--- config.mk ---
export PLATFORM = sky130hd
export DESIGN_NAME = pong_game_ctrl
export DESIGN_NICKNAME = d
export VERILOG_FILES = /design/src/rtl/pong_pkg.sv /design/src/rtl/bcd2_counter.sv /design/src/rtl/pong_game_ctrl.sv
export SDC_FILE = /design/constraint.sdc
export NUM_CORES = 1
export LEC_CHECK = 0
export ABC_AREA = 1
export BUFFER_PORTS_ARGS = -buffer_cell sky130_fd_sc_hd__buf_2
export CORE_ASPECT_RATIO = 0.5
export CORE_MARGIN = 2
export CORE_UTILIZATION = 40
export DETAILED_ROUTE_END_ITERATION = 7
export PLACE_DENSITY = 0.59
export SYNTH_ARGS = -nofsm -noshare
export SYNTH_HDL_FRONTEND = slang
export SYNTH_SLANG_ARGS = --single-unit
--- constraint.sdc ---
create_clock -name clk -period 2.18 [get_ports clk]
set_clock_uncertainty 0.15 [all_clocks]
set_input_delay 0.436 -clock clk [delete_from_list [all_inputs] [get_ports clk]]
set_output_delay 0.436 -clock clk [all_outputs]
set_load 0.005 [all_outputs]
--- src/rtl/pong_pkg.sv ---
// Shared types, constants and BCD helpers for the pong game sequencer.
package pong_pkg;

  typedef enum logic [1:0] {
    StNewGame = 2'd0,
    StPlay    = 2'd1,
    StNewBall = 2'd2,
    StOver    = 2'd3
  } state_e;

  localparam logic [9:0] TICK_X = 10'd0;
  localparam logic [9:0] TICK_Y = 10'd481;

  // Winner codes share the encoding of the hit side that earns the point.
  localparam logic [1:0] WIN_NONE = 2'b00;
  localparam logic [1:0] WIN_L    = 2'b10;
  localparam logic [1:0] WIN_R    = 2'b01;

  // Two-digit BCD increment, saturating at 99.
  function automatic logic [7:0] bcd_inc(input logic [7:0] v);
    logic [7:0] r;
    r = v;
    if (v[3:0] != 4'd9) begin
      r[3:0] = v[3:0] + 4'd1;
    end else if (v[7:4] != 4'd9) begin
      r[7:4] = v[7:4] + 4'd1;
      r[3:0] = 4'd0;
    end
    return r;
  endfunction

  function automatic logic [7:0] to_bcd(input int unsigned v);
    logic [3:0] tens;
    logic [3:0] units;
    tens  = 4'(v / 10);
    units = 4'(v % 10);
    return {tens, units};
  endfunction

endpackage

--- src/rtl/bcd2_counter.sv ---
// Two-digit BCD score counter with synchronous clear, saturating at 99.
module bcd2_counter
  import pong_pkg::*;
(
  input  logic       clk,
  input  logic       reset_n,
  input  logic       clr,
  input  logic       inc,
  output logic [7:0] dig
);

  logic [7:0] dig_q, dig_d;

  always_comb begin
    dig_d = dig_q;
    if (clr) begin
      dig_d = 8'h00;
    end else if (inc) begin
      dig_d = bcd_inc(dig_q);
    end
  end

  always_ff @(posedge clk or negedge reset_n) begin
    if (!reset_n) begin
      dig_q <= 8'h00;
    end else begin
      dig_q <= dig_d;
    end
  end

  assign dig = dig_q;

endmodule

--- src/rtl/pong_game_ctrl.sv ---
// Match sequencer: start/serve/game-over pauses, BCD scoring and winner detection.
module pong_game_ctrl
  import pong_pkg::*;
#(
  parameter int unsigned WIN_SCORE    = 5,
  parameter int unsigned SERVE_FRAMES = 120,
  parameter int unsigned OVER_FRAMES  = 180
) (
  input  logic       clk,
  input  logic       reset_n,
  input  logic [3:0] btn,
  input  logic [9:0] x,
  input  logic [9:0] y,
  input  logic       miss,
  input  logic [1:0] hit,
  output logic       gra_still,
  output logic [1:0] game_state,
  output logic [7:0] score_l,
  output logic [7:0] score_r,
  output logic [1:0] winner
);

  localparam logic [7:0] WinBcd    = to_bcd(WIN_SCORE);
  localparam logic [7:0] ServeLoad = 8'(SERVE_FRAMES);
  localparam logic [7:0] OverLoad  = 8'(OVER_FRAMES);

  state_e     state_q, state_d;
  logic [7:0] timer_q, timer_d;
  logic [3:0] btn_prev_q;
  logic [1:0] winner_q, winner_d;
  logic       still_q, still_d;

  logic       tick, start;
  logic       clr, inc_l, inc_r, won;
  logic [7:0] next_l, next_r;

  assign tick   = (x == TICK_X) && (y == TICK_Y);
  assign start  = (btn != 4'h0) && (btn_prev_q == 4'h0);
  assign next_l = bcd_inc(score_l);
  assign next_r = bcd_inc(score_r);

  always_comb begin
    state_d  = state_q;
    timer_d  = timer_q;
    winner_d = winner_q;
    clr      = 1'b0;
    inc_l    = 1'b0;
    inc_r    = 1'b0;
    won      = 1'b0;
    unique case (state_q)
      StNewGame: begin
        // Scores of the finished match stay visible until the next start.
        if (start) begin
          clr      = 1'b1;
          winner_d = WIN_NONE;
          state_d  = StPlay;
        end
      end
      StPlay: begin
        if (miss) begin
          if (hit == WIN_L) begin
            inc_l = 1'b1;
            won   = (next_l == WinBcd);
          end else if (hit == WIN_R) begin
            inc_r = 1'b1;
            won   = (next_r == WinBcd);
          end
          if (won) begin
            winner_d = hit;
            timer_d  = OverLoad;
            state_d  = StOver;
          end else begin
            timer_d  = ServeLoad;
            state_d  = StNewBall;
          end
        end
      end
      StNewBall, StOver: begin
        if (tick) begin
          if (timer_q == 8'd1) begin
            timer_d = 8'd0;
            state_d = (state_q == StNewBall) ? StPlay : StNewGame;
          end else if (timer_q != 8'd0) begin
            timer_d = timer_q - 8'd1;
          end
        end
      end
      default: state_d = StNewGame;
    endcase
    still_d = (state_d != StPlay);
  end

  always_ff @(posedge clk or negedge reset_n) begin
    if (!reset_n) begin
      state_q    <= StNewGame;
      timer_q    <= 8'd0;
      btn_prev_q <= 4'hF;
      winner_q   <= WIN_NONE;
      still_q    <= 1'b1;
    end else begin
      state_q    <= state_d;
      timer_q    <= timer_d;
      btn_prev_q <= btn;
      winner_q   <= winner_d;
      still_q    <= still_d;
    end
  end

  bcd2_counter u_score_l (
    .clk     (clk),
    .reset_n (reset_n),
    .clr     (clr),
    .inc     (inc_l),
    .dig     (score_l)
  );

  bcd2_counter u_score_r (
    .clk     (clk),
    .reset_n (reset_n),
    .clr     (clr),
    .inc     (inc_r),
    .dig     (score_r)
  );

  assign gra_still  = still_q;
  assign game_state = state_q;
  assign winner     = winner_q;

endmodule

# After elaboration in Yosys (flattened, before gate mapping)
# Index checks and enable logic that the tools add are counted.
# totals
regBits	33
out_inout_bits	21
word_cells	85
# classes
addsub	5
n_eq_ne	19
mux	40
n_reduce_logical	14
# op_table
cell	n
$mux 8	11
$add 4x1->4 const B	4
$eq 8x3->1 const B	2
$mux 4	4
$ne 4x4->1 const B	4
$pmux 8 s2	1
$mux 1	15
$mux 2	7
$eq 10x9->1 const B	1
$logic_not 10->1	1
$eq 8x1->1 const B	1
$ne 2x2->1 const B	4
$reduce_and 4->1	2
$reduce_bool 2->1	4
$reduce_bool 8->1	1
$sub 8x1->8 const B	1
$eq 2x2->1 const B	3
$pmux 2 s3	1
$eq 2x1->1 const B	2
$logic_not 4->1	1
$pmux 2 s2	1
$reduce_bool 4->1	1
$ne 3x3->1 const B	1
$logic_and 1x1->1	2
other kinds (3)	3

# Depth between registers and ports, before layout
# depth
ltp_word	12
ltp_mapped	16
mapped_depth_nobuf	16

# Cells and area by module
# A second synthesis with hierarchy kept.
# unflattened
cells_unflattened	354
area_unflattened_um2	2412.3
# by_module_without_submodules
mod	n_inst	cells_each	area_per_inst_um2	seq_area_each_um2
pong_game_ctrl	1	204	1328.8	431.7
bcd2_counter	2	75	541.8	200.2

# Worst setup path before layout
# OpenSTA, ideal clock, no wires.
# synth_timing
kind	register to register
start	register u_score_r.dig_q[1], in the netlist u_score_r.dig[1]
end	register winner_q[0], in the netlist winner[0]
setup_ns	0.116
arrival_time_ns	1.640
t_required_ns	1.914
slack_ns	0.273
stages_incl_launch_ff	15
path_buffers	0
synth_period_minus_slack_ns	1.907
cell_sequence	dfrtp_1 -> inv_1 -> ha_1 -> nand2_2 -> nor2_4 -> nand2_2 -> xor2_1 -> nor2_2 -> nand3_2 -> nand2_2 -> nand2_4 -> nand2_4 -> nand2_2 -> nand2_1 -> nand2_1
# synth_between
elab_chain_cells	9
# synth_rtl
element	line	text
start: declaration	bcd2_counter.sv:12	logic [7:0] dig_q, dig_d;
start signal: assignment	bcd2_counter.sv:27	dig_q <= dig_d;
$add 4x1->4, or another cell as far along	pong_pkg.sv:24	r[3:0] = v[3:0] + 4'd1;
$mux 4	--	
$eq 8x3->1 *	pong_game_ctrl.sv:66	won = (next_r == WinBcd);
$mux 1 *	pong_game_ctrl.sv:64	end else if (hit == WIN_R) begin
$mux 1 *	pong_game_ctrl.sv:61	if (hit == WIN_L) begin
$mux 1 *	pong_game_ctrl.sv:60	if (miss) begin
$mux 1 *	pong_game_ctrl.sv:50	unique case (state_q)
$ne 2x2->1 (no source line) *	--	
$reduce_and 4->1 (no source line) *	--	
end signal: assignment	pong_game_ctrl.sv:104	winner_q <= winner_d;
end: declaration	pong_game_ctrl.sv:30	logic [1:0] winner_q, winner_d;
# Mark *: on every way between the ends. The rest lies on a longest branch, timed or not. The select of a mux whose other input is x is not followed.
# A chain may end at the register's enable or synchronous reset.

# Final worst setup path
# Same ends and word-level chain as after synthesis.

==> reports/metrics.csv <==
stage,metric,value,unit
placed_design,gpl congestion,0.8493,
cells_and_area,Inserted Diodes,0,
cells_and_area,Layout area overhead,25.51,%
setup_path,CP Data Arrival Time,2.11,ns
clocking,total CTS buffers,5,
global_routing,largest net degree at the start of global routing,34,
cells_and_area,nets,391,
clocking,Clock transition at path regs,0.07,ns
timing,fin worst setup slack,0.09974,ns
cells_and_area,post-layout util,53.57,%
timing,max-slew headroom at the worst pin,49.96,%
flow_run,number of max-cap violations,0,
logic_synthesis,Post-Syn Area per Cell,7.503,sq um
clocking,CTS tree,built,
die,die width,107.8,um
drt,DRC,0,
drt,Vias,2050,
die,Chip Height,55.88,um
setup_path,CP startpoint kind,register,
timing,fin crit share,95.42,%
logic_synthesis,Synth Instances,287,
drt,antenna-violating nets left,0,
global_routing,vias in the first global route,1881,
placed_design,HPWL after DPL,3.840,mm
cells_and_area,fillers,486,
setup_path,Critical Path Fanout Max,7,
cells_and_area,share of cells above drive strength 1,30.31,%
global_routing,GRT overflow,0,
drt,drt total wl,5.033,mm
logic_synthesis,register area share after synthesis,38.64,%
logic_synthesis,Yosys warnings,0,
timing,Max Slew Vio Count,0,
clocking,clock root buffer,clkbuf_8,
clocking,clk buf depth,2,
outcome,status,completed,
die,row cnt,18,
drt,1st-pass router iterations,4,
placed_design,Setup WS pre-CTS,0.07941,ns
setup_path,worst path cell trace,"inv_2, ha_4, nand2_2, nor2_4, nand2_2, xor2_1, nor2_2, nand3_2, nand2_2, nand2_4, nand2_4, nand2_2, nand2_1, nand2_1",
die,core area,5045,sq um
clocking,clock net sink count,33,
clocking,clock latency on the worst-skew pair,0.28,ns
hold_path,hold crit path type,input pin to async pin,
die,DIE AREA,6022,sq um
setup_path,CP most frequent cell,nand2_2,
drt,vias per std cell,4.846,
setup_path,CP Data Required Time,2.21,ns
logic_synthesis,synthesized area,2153,sq um
logic_synthesis,"Net Count, Synth",326,
die,Initial Utilization,42.68,%
power,PD cells,483.8,nW/um^2
global_routing,gr usage total,17.96,%
die,io pins,50,
logic_synthesis,"Distinct cells, synth",31,
timing,final setup fails,0,
clocking,cts hold-fix bufs,0,
setup_path,WS Path Type,register to register,
drt,WL/cell,11.90,um
global_routing,initial antenna violation count,0,
timing,fmax,480.7,MHz
power,Max rail drop VDD,0.2412,mV
setup_path,critical path's slowest cell,dfrtp_2,
timing,Worst Max-Slew Pin Slew,0.7506,ns
timing,minimum clock period,2.080,ns
setup_path,Setup crit end kind,register,
setup_path,CP max stage delay,0.45,ns
timing,count of final hold-check violations,0,
power,leak pwr,1.350,nW
global_routing,first-pass GRT wire length,8.507,mm
drt,1st-iter DRT viols,49,
placed_design,Port Buffer Count,49,
clocking,Max H-tree Level,2,
timing,RSZ-0062 raised after global routing,yes,
logic_synthesis,Yosys reg bits,33,
==> per-layer routing <==
layer,GRT usage (%),up-vias,wire length [um]
li1,-,1069,-
met1,25.95,924,2633
met2,26.33,50,2066
met3,5.972,7,282
met4,3.297,0,51
met5,0,-,0
==> layout make-up <==
| type | count | area [sq um] | area share [%] |
|---|---|---|---|
| Inverter | 40 | 150.1 | 5.556 |
| Multi-Input combinational cell | 213 | 1210 | 44.77 |
| Timing Repair Buffer | 59 | 320.3 | 11.85 |
| Tap cell | 70 | 87.58 | 3.241 |
| Clock inverter | 1 | 5.005 | 0.1852 |
| Sequential cell | 33 | 833.3 | 30.83 |
| Clock buffer | 7 | 96.34 | 3.565 |
==> worst max-delay path, delay by kind of cell (launching register included) <==
family	cells	cell delay, ns
XOR/XNOR	1	0.17
adder cells (fa/ha/maj)	1	0.13
buffers and inverters	1	0.09
flip-flops	1	0.45
AND/OR/NAND/NOR	11	0.99
==> timing repair <==
item,in CTS,in global routing
buffers inserted,0,5
resized for setup,0,13
setup endpoints to repair,0,8
==> kinds of logic (layout without fill, tap and decap cells) <==
logic type      count (synthesis)  after routing  synth area share, %
simple gates                  159            159                35.04
buf+inv                        41            107                7.321
compound gates                 35             35                9.529
flops                          33             33                38.64
fa+ha+maj                      10             10                5.811
xor+xnor                        9              9                3.661
==> synth_stat cells, drive strengths merged <==
| library cell | count | area share [%] |
|---|---|---|
| o21ai | 16 | 3.7 |
| clkinv | 1 | 0.17 |
| ha | 10 | 5.8 |
| o21a | 1 | 0.35 |
| o211ai | 1 | 0.35 |
| o22ai | 9 | 2.6 |
| a22oi | 1 | 0.35 |
| nor2 | 50 | 10 |
| a21oi | 4 | 0.93 |
| dfrtp | 28 | 33 |
| dfstp | 5 | 6.1 |
| inv | 39 | 6.8 |
| nand3 | 28 | 8.0 |
| xor2 | 9 | 3.7 |
| a2bb2oi | 1 | 0.41 |
| o41ai | 1 | 0.41 |
| o32ai | 1 | 0.41 |
| nor3 | 3 | 0.70 |
| nor4 | 1 | 0.29 |
| buf | 1 | 0.35 |
| nand2 | 70 | 14 |
| nand3b | 1 | 0.35 |
| nand4 | 6 | 1.7 |
==> metrics by stage <==
stage          std cells  TNS (ns)  cell area [sq um]  hold WS [ns]  power [W]
6_report             423         0               2703       0.06140   0.001307
5_1_grt              423   -0.1574               2703       0.08437   0.001388
4_1_cts              418         0               2618       0.09543   0.001318
2_1_floorplan        287         0               2153     -0.009591  0.0007257
3_5_place_dp         410         0               2516        0.3046  0.0007947
3_3_place_gp         410         0               2516        0.3036  0.0007929
==> path summary, 6_finish.rpt <==
check	startpoint	endpoint	slack [ns]	cells after the start
worst max register to register	u_score_r.dig[1]	winner[0]	0.1	14
max in group asynchronous	reset_n	u_score_r.dig[1]	1.28	1
worst min register to register	winner[1]	winner[1]	0.32	2
worst max-delay path	u_score_r.dig[1]	winner[0]	0.1	14
min in group clk	btn[0]	btn_prev_q[0]	0.11	1
worst min-delay path	reset_n	u_score_l.dig[5]	0.06	1
==> registers in the layout, indices dropped and copies added (netlist names) <==
name	flops
winner	2
u_score_l.dig	8
game_state	2
timer_q	8
u_score_r.dig	8
gra_still	1
btn_prev_q	4
==> power by group <==
part           switching [W]  total (W)  internal, W
sequential         0.0000183   0.000649     0.000630
combinational      0.0000796   0.000143    0.0000630
clock               0.000231   0.000516     0.000286
==> layout by cell type (no fill, tap or decap), types with 2 or more instances in the layout <==
cell type  count
nor2_2         8
clkbuf_8       7
nand3_1       21
buf_2         49
inv_1         36
nand2_4        2
buf_4         10
ha_1           7
nor2_1        40
nand2_1       60
o22ai_1        9
dfrtp_1       27
nand2_2        8
xor2_1         9
nor3_1         3
inv_2          3
a21oi_1        4
nand4_1        6
dfstp_2        5
nor2_4         2
o21ai_0       14
nand3_2        6
ha_4           2
Note: power is estimated with default switching activity, not from simulation.
